===== config.mk =====
export PLATFORM = sky130hd
export DESIGN_NAME = ofm_writer_flat
export DESIGN_NICKNAME = d
export VERILOG_FILES = /design/src/rtl/ofm_pkg.sv /design/src/rtl/ofm_writer_if.sv /design/src/rtl/ofm_quant.sv /design/src/rtl/ofm_writer.sv /design/src/flat_wrapper.sv
export SDC_FILE = /design/constraint.sdc
export NUM_CORES = 1
export LEC_CHECK = 0
export ABC_AREA = 1
export ABC_CLOCK_PERIOD_IN_PS = 5300
export BUFFER_PORTS_ARGS = -buffer_cell sky130_fd_sc_hd__buf_2
export CORE_MARGIN = 1.5
export CORE_UTILIZATION = 30
export CTS_BUF_LIST = sky130_fd_sc_hd__clkbuf_16
export DETAILED_ROUTE_END_ITERATION = 8
export GPL_ROUTABILITY_DRIVEN = 0
export SLEW_MARGIN = 20
export SYNTH_ARGS = -nofsm -noshare
export SYNTH_HDL_FRONTEND = slang
export SYNTH_HIERARCHICAL = 1
export SYNTH_SLANG_ARGS = --single-unit
export TNS_END_PERCENT = 20

===== constraint.sdc =====
create_clock -name clock -period 5.3 [get_ports clock]
set_clock_uncertainty 0.2 [all_clocks]
set_input_delay 0.53 -clock clock [delete_from_list [all_inputs] [get_ports clock]]
set_output_delay 0.53 -clock clock [all_outputs]
set_load 0.005 [all_outputs]

===== src/rtl/ofm_pkg.sv =====
// Shared types and helpers for the output feature-map writeback engine.
package ofm_pkg;

  typedef enum logic [1:0] {
    IDLE  = 2'd0,
    RUN   = 2'd1,
    DRAIN = 2'd2
  } state_e;

  localparam int DEF_OUT_SIZE    = 28;
  localparam int DEF_OUT_CHANNEL = 6;
  localparam int FRAME_LEN       = DEF_OUT_CHANNEL * DEF_OUT_SIZE * DEF_OUT_SIZE;

  // Clamp a signed value into the range of a w-bit two's complement number.
  function automatic longint sat_clamp(input longint v, input int w);
    longint hi;
    longint lo;
    longint res;
    hi  = (longint'(1) <<< (w - 1)) - 1;
    lo  = -hi - 1;
    res = v;
    if (v > hi) res = hi;
    else if (v < lo) res = lo;
    return res;
  endfunction

endpackage


===== src/rtl/ofm_writer_if.sv =====
// Accumulator-side handshake and output buffer port of the writeback engine.
interface ofm_writer_if #(
  parameter int ACC_W  = 32,
  parameter int DATA_W = 8,
  parameter int ADDR_W = 16
);
  logic                     start;
  logic                     acc_valid;
  logic signed [ACC_W-1:0]  acc_data;
  logic                     acc_ready;
  logic                     out_ena;
  logic                     out_wea;
  logic [ADDR_W-1:0]        out_addr;
  logic signed [DATA_W-1:0] out_data;
  logic                     busy;
  logic                     done;

  modport master (
    output start, acc_valid, acc_data,
    input  acc_ready, out_ena, out_wea, out_addr, out_data, busy, done
  );

  modport slave (
    input  start, acc_valid, acc_data,
    output acc_ready, out_ena, out_wea, out_addr, out_data, busy, done
  );
endinterface


===== src/rtl/ofm_quant.sv =====
// Combinational quantizer: floor shift, optional ReLU, saturate to DATA_W.
module ofm_quant
  import ofm_pkg::*;
#(
  parameter int ACC_W  = 32,
  parameter int DATA_W = 8,
  parameter int SHIFT  = 8,
  parameter int RELU   = 1
) (
  input  logic signed [ACC_W-1:0]  acc_data,
  output logic signed [DATA_W-1:0] q_data
);

  logic signed [ACC_W-1:0] shifted;
  longint                  wide;

  always_comb begin
    shifted = acc_data >>> SHIFT;
    wide    = longint'(shifted);
    if (RELU != 0 && wide < 0) wide = '0;
    q_data  = DATA_W'(sat_clamp(wide, DATA_W));
  end

endmodule


===== src/rtl/ofm_writer.sv =====
// Writeback engine: accepts accumulator results, quantizes them and writes
// them to the output buffer in raster order through a two-stage pipeline.
module ofm_writer
  import ofm_pkg::*;
#(
  parameter int ACC_W       = 32,
  parameter int DATA_W      = 8,
  parameter int OUT_SIZE    = DEF_OUT_SIZE,
  parameter int OUT_CHANNEL = DEF_OUT_CHANNEL,
  parameter int ADDR_W      = 16,
  parameter int SHIFT       = 8,
  parameter int RELU        = 1
) (
  input logic         clock,
  input logic         rst_n,
  ofm_writer_if.slave bus
);

  localparam logic [ADDR_W-1:0] LAST_POS = ADDR_W'(OUT_SIZE - 1);
  localparam logic [ADDR_W-1:0] LAST_CH  = ADDR_W'(OUT_CHANNEL - 1);
  localparam logic [ADDR_W-1:0] SIZE_A   = ADDR_W'(OUT_SIZE);
  localparam logic [ADDR_W-1:0] PLANE_A  = ADDR_W'(OUT_SIZE * OUT_SIZE);
  localparam logic [ADDR_W-1:0] ONE_A    = ADDR_W'(1);

  if (longint'(OUT_CHANNEL) * OUT_SIZE * OUT_SIZE > (longint'(1) << ADDR_W)) begin : g_addr_chk
    $error("ofm_writer: OUT_CHANNEL*OUT_SIZE^2 does not fit in ADDR_W address bits");
  end

  state_e                   state_q, state_d;
  logic [ADDR_W-1:0]        c_q, c_d, r_q, r_d, m_q, m_d;
  logic                     acc_ready_q, acc_ready_d;
  logic                     busy_q, busy_d;
  logic                     done_q, done_d;
  logic                     s1_vld_q, s1_vld_d, s1_last_q, s1_last_d;
  logic [ADDR_W-1:0]        s1_addr_q, s1_addr_d;
  logic signed [DATA_W-1:0] s1_data_q, s1_data_d;
  logic                     out_wea_q, out_wea_d, out_last_q, out_last_d;
  logic [ADDR_W-1:0]        out_addr_q, out_addr_d;
  logic signed [DATA_W-1:0] out_data_q, out_data_d;
  logic                     accept;
  logic                     last_pos;
  logic signed [DATA_W-1:0] q_data;

  ofm_quant #(
    .ACC_W (ACC_W),
    .DATA_W(DATA_W),
    .SHIFT (SHIFT),
    .RELU  (RELU)
  ) u_quant (
    .acc_data(bus.acc_data),
    .q_data  (q_data)
  );

  assign accept   = bus.acc_valid && acc_ready_q;
  assign last_pos = (m_q == LAST_CH) && (r_q == LAST_POS) && (c_q == LAST_POS);

  // NOTE: every signal assigned here gets a default first so no latch is inferred.
  always_comb begin
    state_d    = state_q;
    c_d        = c_q;
    r_d        = r_q;
    m_d        = m_q;
    done_d     = 1'b0;
    s1_vld_d   = accept;
    s1_last_d  = accept && last_pos;
    s1_addr_d  = accept ? (m_q * PLANE_A + r_q * SIZE_A + c_q) : s1_addr_q;
    s1_data_d  = accept ? q_data : s1_data_q;
    out_wea_d  = s1_vld_q;
    out_last_d = s1_last_q;
    out_addr_d = s1_vld_q ? s1_addr_q : out_addr_q;
    out_data_d = s1_vld_q ? s1_data_q : out_data_q;

    case (state_q)
      IDLE: begin
        // The cycle that reports done still looks idle; start is only honoured after it.
        if (bus.start && !done_q) begin
          state_d = RUN;
          c_d     = '0;
          r_d     = '0;
          m_d     = '0;
        end
      end
      RUN: begin
        if (accept) begin
          if (c_q == LAST_POS) begin
            c_d = '0;
            if (r_q == LAST_POS) begin
              r_d = '0;
              m_d = last_pos ? '0 : m_q + ONE_A;
            end else begin
              r_d = r_q + ONE_A;
            end
          end else begin
            c_d = c_q + ONE_A;
          end
          if (last_pos) state_d = DRAIN;
        end
      end
      DRAIN: begin
        if (out_last_q) begin
          state_d = IDLE;
          done_d  = 1'b1;
        end
      end
      default: state_d = IDLE;
    endcase

    acc_ready_d = (state_d == RUN);
    busy_d      = (state_d != IDLE);
  end

  // NOTE: sequential state uses non-blocking assignments only.
  always_ff @(posedge clock or negedge rst_n) begin
    // NOTE: pipeline data registers are reset too, so the buffer port reads zero after reset.
    if (!rst_n) begin
      state_q     <= IDLE;
      c_q         <= '0;
      r_q         <= '0;
      m_q         <= '0;
      acc_ready_q <= 1'b0;
      busy_q      <= 1'b0;
      done_q      <= 1'b0;
      s1_vld_q    <= 1'b0;
      s1_last_q   <= 1'b0;
      s1_addr_q   <= '0;
      s1_data_q   <= '0;
      out_wea_q   <= 1'b0;
      out_last_q  <= 1'b0;
      out_addr_q  <= '0;
      out_data_q  <= '0;
    end else begin
      state_q     <= state_d;
      c_q         <= c_d;
      r_q         <= r_d;
      m_q         <= m_d;
      acc_ready_q <= acc_ready_d;
      busy_q      <= busy_d;
      done_q      <= done_d;
      s1_vld_q    <= s1_vld_d;
      s1_last_q   <= s1_last_d;
      s1_addr_q   <= s1_addr_d;
      s1_data_q   <= s1_data_d;
      out_wea_q   <= out_wea_d;
      out_last_q  <= out_last_d;
      out_addr_q  <= out_addr_d;
      out_data_q  <= out_data_d;
    end
  end

  assign bus.acc_ready = acc_ready_q;
  assign bus.out_ena   = out_wea_q;
  assign bus.out_wea   = out_wea_q;
  assign bus.out_addr  = out_addr_q;
  assign bus.out_data  = out_data_q;
  assign bus.busy      = busy_q;
  assign bus.done      = done_q;

endmodule


===== src/flat_wrapper.sv =====
// flat-port wrapper written by rule: the top's interface ports become plain ports
module ofm_writer_flat import ofm_pkg::*;
#(
  parameter int ACC_W       = 32,
  parameter int DATA_W      = 8,
  parameter int OUT_SIZE    = DEF_OUT_SIZE,
  parameter int OUT_CHANNEL = DEF_OUT_CHANNEL,
  parameter int ADDR_W      = 16,
  parameter int SHIFT       = 8,
  parameter int RELU        = 1
)
  (clock, rst_n, bus_start, bus_acc_valid, bus_acc_data, bus_acc_ready, bus_out_ena, bus_out_wea, bus_out_addr, bus_out_data, bus_busy, bus_done);
  ofm_writer_if #(.ACC_W(ACC_W), .DATA_W(DATA_W), .ADDR_W(ADDR_W)) bus_i ();
  input logic clock;
  input logic rst_n;
  input wire logic [$bits(bus_i.start)-1:0] bus_start;
  input wire logic [$bits(bus_i.acc_valid)-1:0] bus_acc_valid;
  input wire logic [$bits(bus_i.acc_data)-1:0] bus_acc_data;
  output wire logic [$bits(bus_i.acc_ready)-1:0] bus_acc_ready;
  output wire logic [$bits(bus_i.out_ena)-1:0] bus_out_ena;
  output wire logic [$bits(bus_i.out_wea)-1:0] bus_out_wea;
  output wire logic [$bits(bus_i.out_addr)-1:0] bus_out_addr;
  output wire logic [$bits(bus_i.out_data)-1:0] bus_out_data;
  output wire logic [$bits(bus_i.busy)-1:0] bus_busy;
  output wire logic [$bits(bus_i.done)-1:0] bus_done;
  assign bus_i.start = bus_start;
  assign bus_i.acc_valid = bus_acc_valid;
  assign bus_i.acc_data = bus_acc_data;
  assign bus_acc_ready = bus_i.acc_ready;
  assign bus_out_ena = bus_i.out_ena;
  assign bus_out_wea = bus_i.out_wea;
  assign bus_out_addr = bus_i.out_addr;
  assign bus_out_data = bus_i.out_data;
  assign bus_busy = bus_i.busy;
  assign bus_done = bus_i.done;
  ofm_writer #(.ACC_W(ACC_W), .DATA_W(DATA_W), .OUT_SIZE(OUT_SIZE), .OUT_CHANNEL(OUT_CHANNEL), .ADDR_W(ADDR_W), .SHIFT(SHIFT), .RELU(RELU)) u_core (.clock(clock), .rst_n(rst_n), .bus(bus_i));
endmodule

# Word-level counts from Yosys, hierarchy flattened
# Index checks and enable logic that the tools add are counted.
word_totals:
  regBits: 105
  out_inout_bits: 29
  wordCells: 70
op_classes:
  addsub: 5
  n_mul: 2
  order_cmp: 3
  n_eq_ne: 10
  mux: 23
  reduce_logical: 12
ops:
  columns: ["operator", "count"]
  rows:
  - ["$mux W16", 10]
  - ["$pmux W16 S2", 3]
  - ["$gt A64 B8 Y1 const B", 1]
  - ["$lt A64 B8 Y1 const B", 1]
  - ["$mux W64", 1]
  - ["$add A16 B1 Y16 const B", 3]
  - ["$add A16 B16 Y16", 2]
  - ["$eq A16 B5 Y1 const B", 2]
  - ["$lt A24 B1 Y1 const B", 1]
  - ["$eq A16 B3 Y1 const B", 1]
  - ["$mul A16 B3 Y14 const B", 1]
  - ["$mul A16 B6 Y12 const B", 1]
  - ["$mux W8", 2]
  - ["$mux W2", 4]
  - ["$ne A2 B1 Y1 const B", 4]
  - ["$pmux W2 S3", 1]
  - ["$logic_and A1 B1 Y1", 5]
  - ["$reduce_and A5 Y1", 1]
  - ["$eq A2 B1 Y1 const B", 2]
  - ["$reduce_and A4 Y1", 1]
  - ["$reduce_bool A2 Y1", 2]
  - ["$reduce_and A3 Y1", 1]
  - ["$eq A2 B2 Y1 const B", 1]
  - ["$logic_not A2 Y1", 1]
  - ["2 further kinds", 3]

# Longest topological paths before layout
depth:
  depth_word: 8
  ltp_mapped: 22

# By module
# The synthesis kept the hierarchy.
modules_own_cells:
  columns: ["module", "n_inst", "cells_per_inst", "area_each_um2", "seq_area_each_um2"]
  rows:
  - ["ofm_writer", 1, 823, 7292.0, 2627.5]
  - ["ofm_quant", 1, 45, 200.2, 0.0]

# Worst setup path after synthesis
# OpenSTA, ideal clock, no wires.
synth_path:
  path_type: "reg-to-reg"
  from: "reg u_core.m_q[2]"
  to: "reg u_core.s1_addr_q[15]"
  setup_ns: 0.118
  t_arrival_ns: 3.909
  t_required_ns: 4.982
  setup_slack_ns: 1.073
  stages_incl_launch_ff: 21
  path_buffers: 0
  synth_period_minus_slack_ns: 4.227
  cell_sequence: "dfrtp_1 ha_1 fa_1 ha_1 ha_1 fa_1 a21oi_1 nor2_1 nor2_1 xor2_1 fa_1 inv_1 ha_1 nand2_1 nor2_1 a211oi_1 nand3_1 inv_1 nand2_1 nand3_1 nand2_1"
synth_between:
  elab_chain_cells: 3
synth_lines:
  columns: ["element", "line_no", "source"]
  rows:
  - ["start: declaration", "ofm_writer.sv:30", "logic [ADDR_W-1:0] c_q, c_d, r_q, r_d, m_q, m_d;"]
  - ["start signal: assignment", "ofm_writer.sv:135", "m_q <= m_d;"]
  - ["$mul A16 B6 Y12", "ofm_writer.sv:66", "s1_addr_d = accept ? (m_q * PLANE_A + r_q * SIZE_A + c_q) : s1_addr_q;"]
  - ["$add A16 B16 Y16 (2 in a row)", "ofm_writer.sv:66", null]
  - ["end signal: assignment", "ofm_writer.sv:141", "s1_addr_q <= s1_addr_d;"]
  - ["end: declaration", "ofm_writer.sv:35", "logic [ADDR_W-1:0] s1_addr_q, s1_addr_d;"]
# Every way passes these cells.
# A chain may end at the register's enable or synchronous reset.

# Final worst setup path
# Same ends and word-level chain as after synthesis.

==> impl_metrics.yaml <==
synthesis:
  async_flop_share: 1.00
  synth_warnings: 6
  synth_cell_type_count: 56
  synthCells: 868
  synth_edf_count: 0
  post-synth-top-area-fraction: 0.351
  syn_area_sq_um: 7490
  yosys.area.top_type: "dfrtp_1"
  synthTopCellsByArea: "dfrtp_1 (35%), ha_1 (11%), nand2_1 (9.5%), fa_1 (8.0%), inv_1 (5.6%)"
  synth.net_count: 1001
  synth-seq-cells: 105
  syn_avg_cell_area_sq_um: 8.63
  ys.flop_type: "dfrtp_1"
  ys_seq_area_frac: 0.351
cells_and_area:
  antennaDiodeCount: 0
  layout_commonest_cell: "nand2_1"
  nFillCells: 2553
  final_cell_mix: "nand2_1 (189), inv_1 (111), dfrtp_1 (105)"
  drive_above_1_share: 0.155
  final_cells: 1249
  area_delta_synth_final_pct: 12.4
  fin_area_sq_um: 8420
  nets: 1053
cts:
  cts.path.max_buffers: 2
  ctsHoldBuffers: 0
  clkTransAtPathRegs_ps: 80
  cts_buffers: 9
  numClockSinks: 105
  clock_latency_ps: 360
  cts_resized: 0
  clockRootBuffer: "clkbuf_16"
  h-tree-depth: 3
  cts_tree: "done"
  post_cts_buffers: 0
sta:
  relSlewSlack: 0.304
  period_share: 0.854
  rsz0062_at_grt: "no"
  finalCriticalPeriod_ps: 4520
  worst_slew_pin_slew_ps: 1040
  fmax_mhz: 221
  slew_viol_final: 0
  finalHoldViolCount: 0
  setup_viol: 0
  tns_ps: 0
die:
  die_w_um: 161
  start_util: 0.307
  row_count: 57
  io_pins: 65
  coreArea_sq_um: 24400
  fp.dieArea_sq_um: 25900
  die_y_um: 161
place:
  dp_hpwl_um: 12200
  portBuffers: 56
  placed_cells: 1233
  placed_area_sq_um: 8090
worst_setup_path:
  cp.arrival_ps: 4580
  cp-startpoint: "u_core/m_q[2]$_DFFE_PN0P_"
  critical_path_class: "flip-flop to flip-flop"
  crit_fanout: 5
  worst-path-buf-inv: 2
  r2r_start: "u_core/m_q[2]$_DFFE_PN0P_"
  cp_cell_sequence: "ha_1, fa_1, ha_1, ha_1, fa_1, a21oi_1, nor2_1, nor2_1, xor2_1, fa_1, inv_1, ha_1, nand2_1, nor2_1, a211oi_1, nand3_1, inv_1, nand2_1, nand3_1, nand2_1"
  crit_slowest_cell: "fa_1"
  max_stage_delay_ps: 520
  r2r_cells: 20
  start_kind: "flip-flop"
  rr_endpoint: "u_core/s1_addr_q[15]$_DFFE_PN0P_"
  cpLargestDelayFamily: "adder cells"
  rrSetupSlack_ps: 780
  cp.required_ps: 5350
  worst_setup_path_end_kind: "flip-flop"
  crit_top_cell: "ha_1"
drt:
  route.detailed.drc: 0
  vias: 5668
  wl_um: 15900
  wl_per_cell_um: 12.7
  dr.pass1.iters: 4
  drt-initial-drc-count: 318
  via_per_inst: 4.54
  ant_nets: 0
run_status:
  status: "completed"
grt:
  grt_pass1_wl_um: 27400
  antenna_found_initial: 0
  grt_max_degree: 58
  gr-usage-all-layers: 0.131
  grt_pass1_vias: 5581
  overflow: 0
run:
  maxCapViolCount: 0
power_and_ir_drop:
  power_per_cell_area_nw_per_um2: 384
  leakage_nw: 4.28
  ir_worst_vdd_uv: 187
  total_power_mw: 3.23
worst_hold_path:
  min_path_type: "primary input to asynchronous set/reset pin"
-- worst max path at each step --
stage / endpoint / slack [ps] / depth (start not counted)
finish: u_core/s1_addr_q[15]$_DFFE_PN0P_ / 780 / 20
global route: u_core/s1_addr_q[15]$_DFFE_PN0P_ / 410 / 20
CTS: u_core/s1_addr_q[15]$_DFFE_PN0P_ / 740 / 20
detailed placement: u_core/s1_addr_q[15]$_DFFE_PN0P_ / 780 / 20
global placement: u_core/s1_addr_q[15]$_DFFE_PN0P_ / 740 / 20
floorplan: u_core/s1_addr_q[15]$_DFFE_PN0P_ / 1070 / 20
-- metrics by stage --
step,hold WS [ps],setup slack (ps),utilization
floorplan,34.4,1070,-
global placement,132,743,0.332
detailed placement,136,776,0.332
CTS,42.7,745,0.345
global route,77.4,411,0.345
finish,19.5,776,0.345
-- power by group --
part	switching [mW]	leakage (nW)	total, mW	internal [mW]
Combinational	0.800	2.81	1.38	0.581
Clock	0.341	0.160	0.726	0.385
Sequential	0.144	1.30	1.13	0.983
Total	1.29	4.28	3.23	1.95
-- state kept, by name, summed over array words and instances (netlist names), 2 cells and up --
register	flops
u_core/r_q	16
u_core/bus.out_addr	16
u_core/state_q	2
u_core/bus.out_data	8
u_core/s1_data_q	8
u_core/c_q	16
u_core/m_q	16
u_core/s1_addr_q	16
-- per-layer routing --
metal	GRT usage	vias up	part of all wire
li1	-	2932	-
met1	0.173	2634	0.48
met2	0.219	91	0.47
met3	0.0239	11	0.038
met4	0.0366	0	0.011
met5	0	-	0
-- synth_stat cells, drive strengths merged (2+ instances only) --
master,number
nor4,5
clkbuf,8
xnor2,2
buf,9
nor3,21
mux2,23
a21oi,43
nor2,73
nand4,20
a31oi,4
o21ai,37
ha,67
nand3,50
a21o,2
fa,30
inv,125
dfrtp,105
nand2,192
nor3b,3
xor2,26
o22ai,4
a211oi,3
clkinv,3
-- kinds of logic after synthesis --
group,count (synthesis),synth area share
DFF,105,0.351
xor gates and xnor gates,28,0.0327
adders and majority gates,97,0.192
other,1,0.000501
buffers and inverters,146,0.0808
AOI/OAI and AO/OA,101,0.0777
muxes,24,0.0359
and+or+nand+nor,366,0.230
-- worst register-to-register path, cell delays in order, from the launching register on --
cell	delay [ps]
dfrtp_1	480
ha_1	340
fa_1	480
ha_1	310
ha_1	240
fa_1	400
a21oi_1	160
nor2_1	50
nor2_1	110
xor2_1	100
fa_1	520
inv_1	50
ha_1	320
nand2_1	100
nor2_1	50
a211oi_1	170
nand3_1	120
inv_1	70
nand2_1	50
nand3_1	60
nand2_1	60
-- cell type report --
class	count	area [sq um]	area share
Clock buffer	9	225	0.0267
Clock inverter	7	108	0.0128
Inverter	129	500	0.0594
Multi-Input combinational cell	617	4260	0.506
Sequential cell	105	2630	0.312
Tap cell	324	405	0.0481
Timing Repair Buffer	58	298	0.0354
Note: power is estimated with default switching activity, not from simulation.
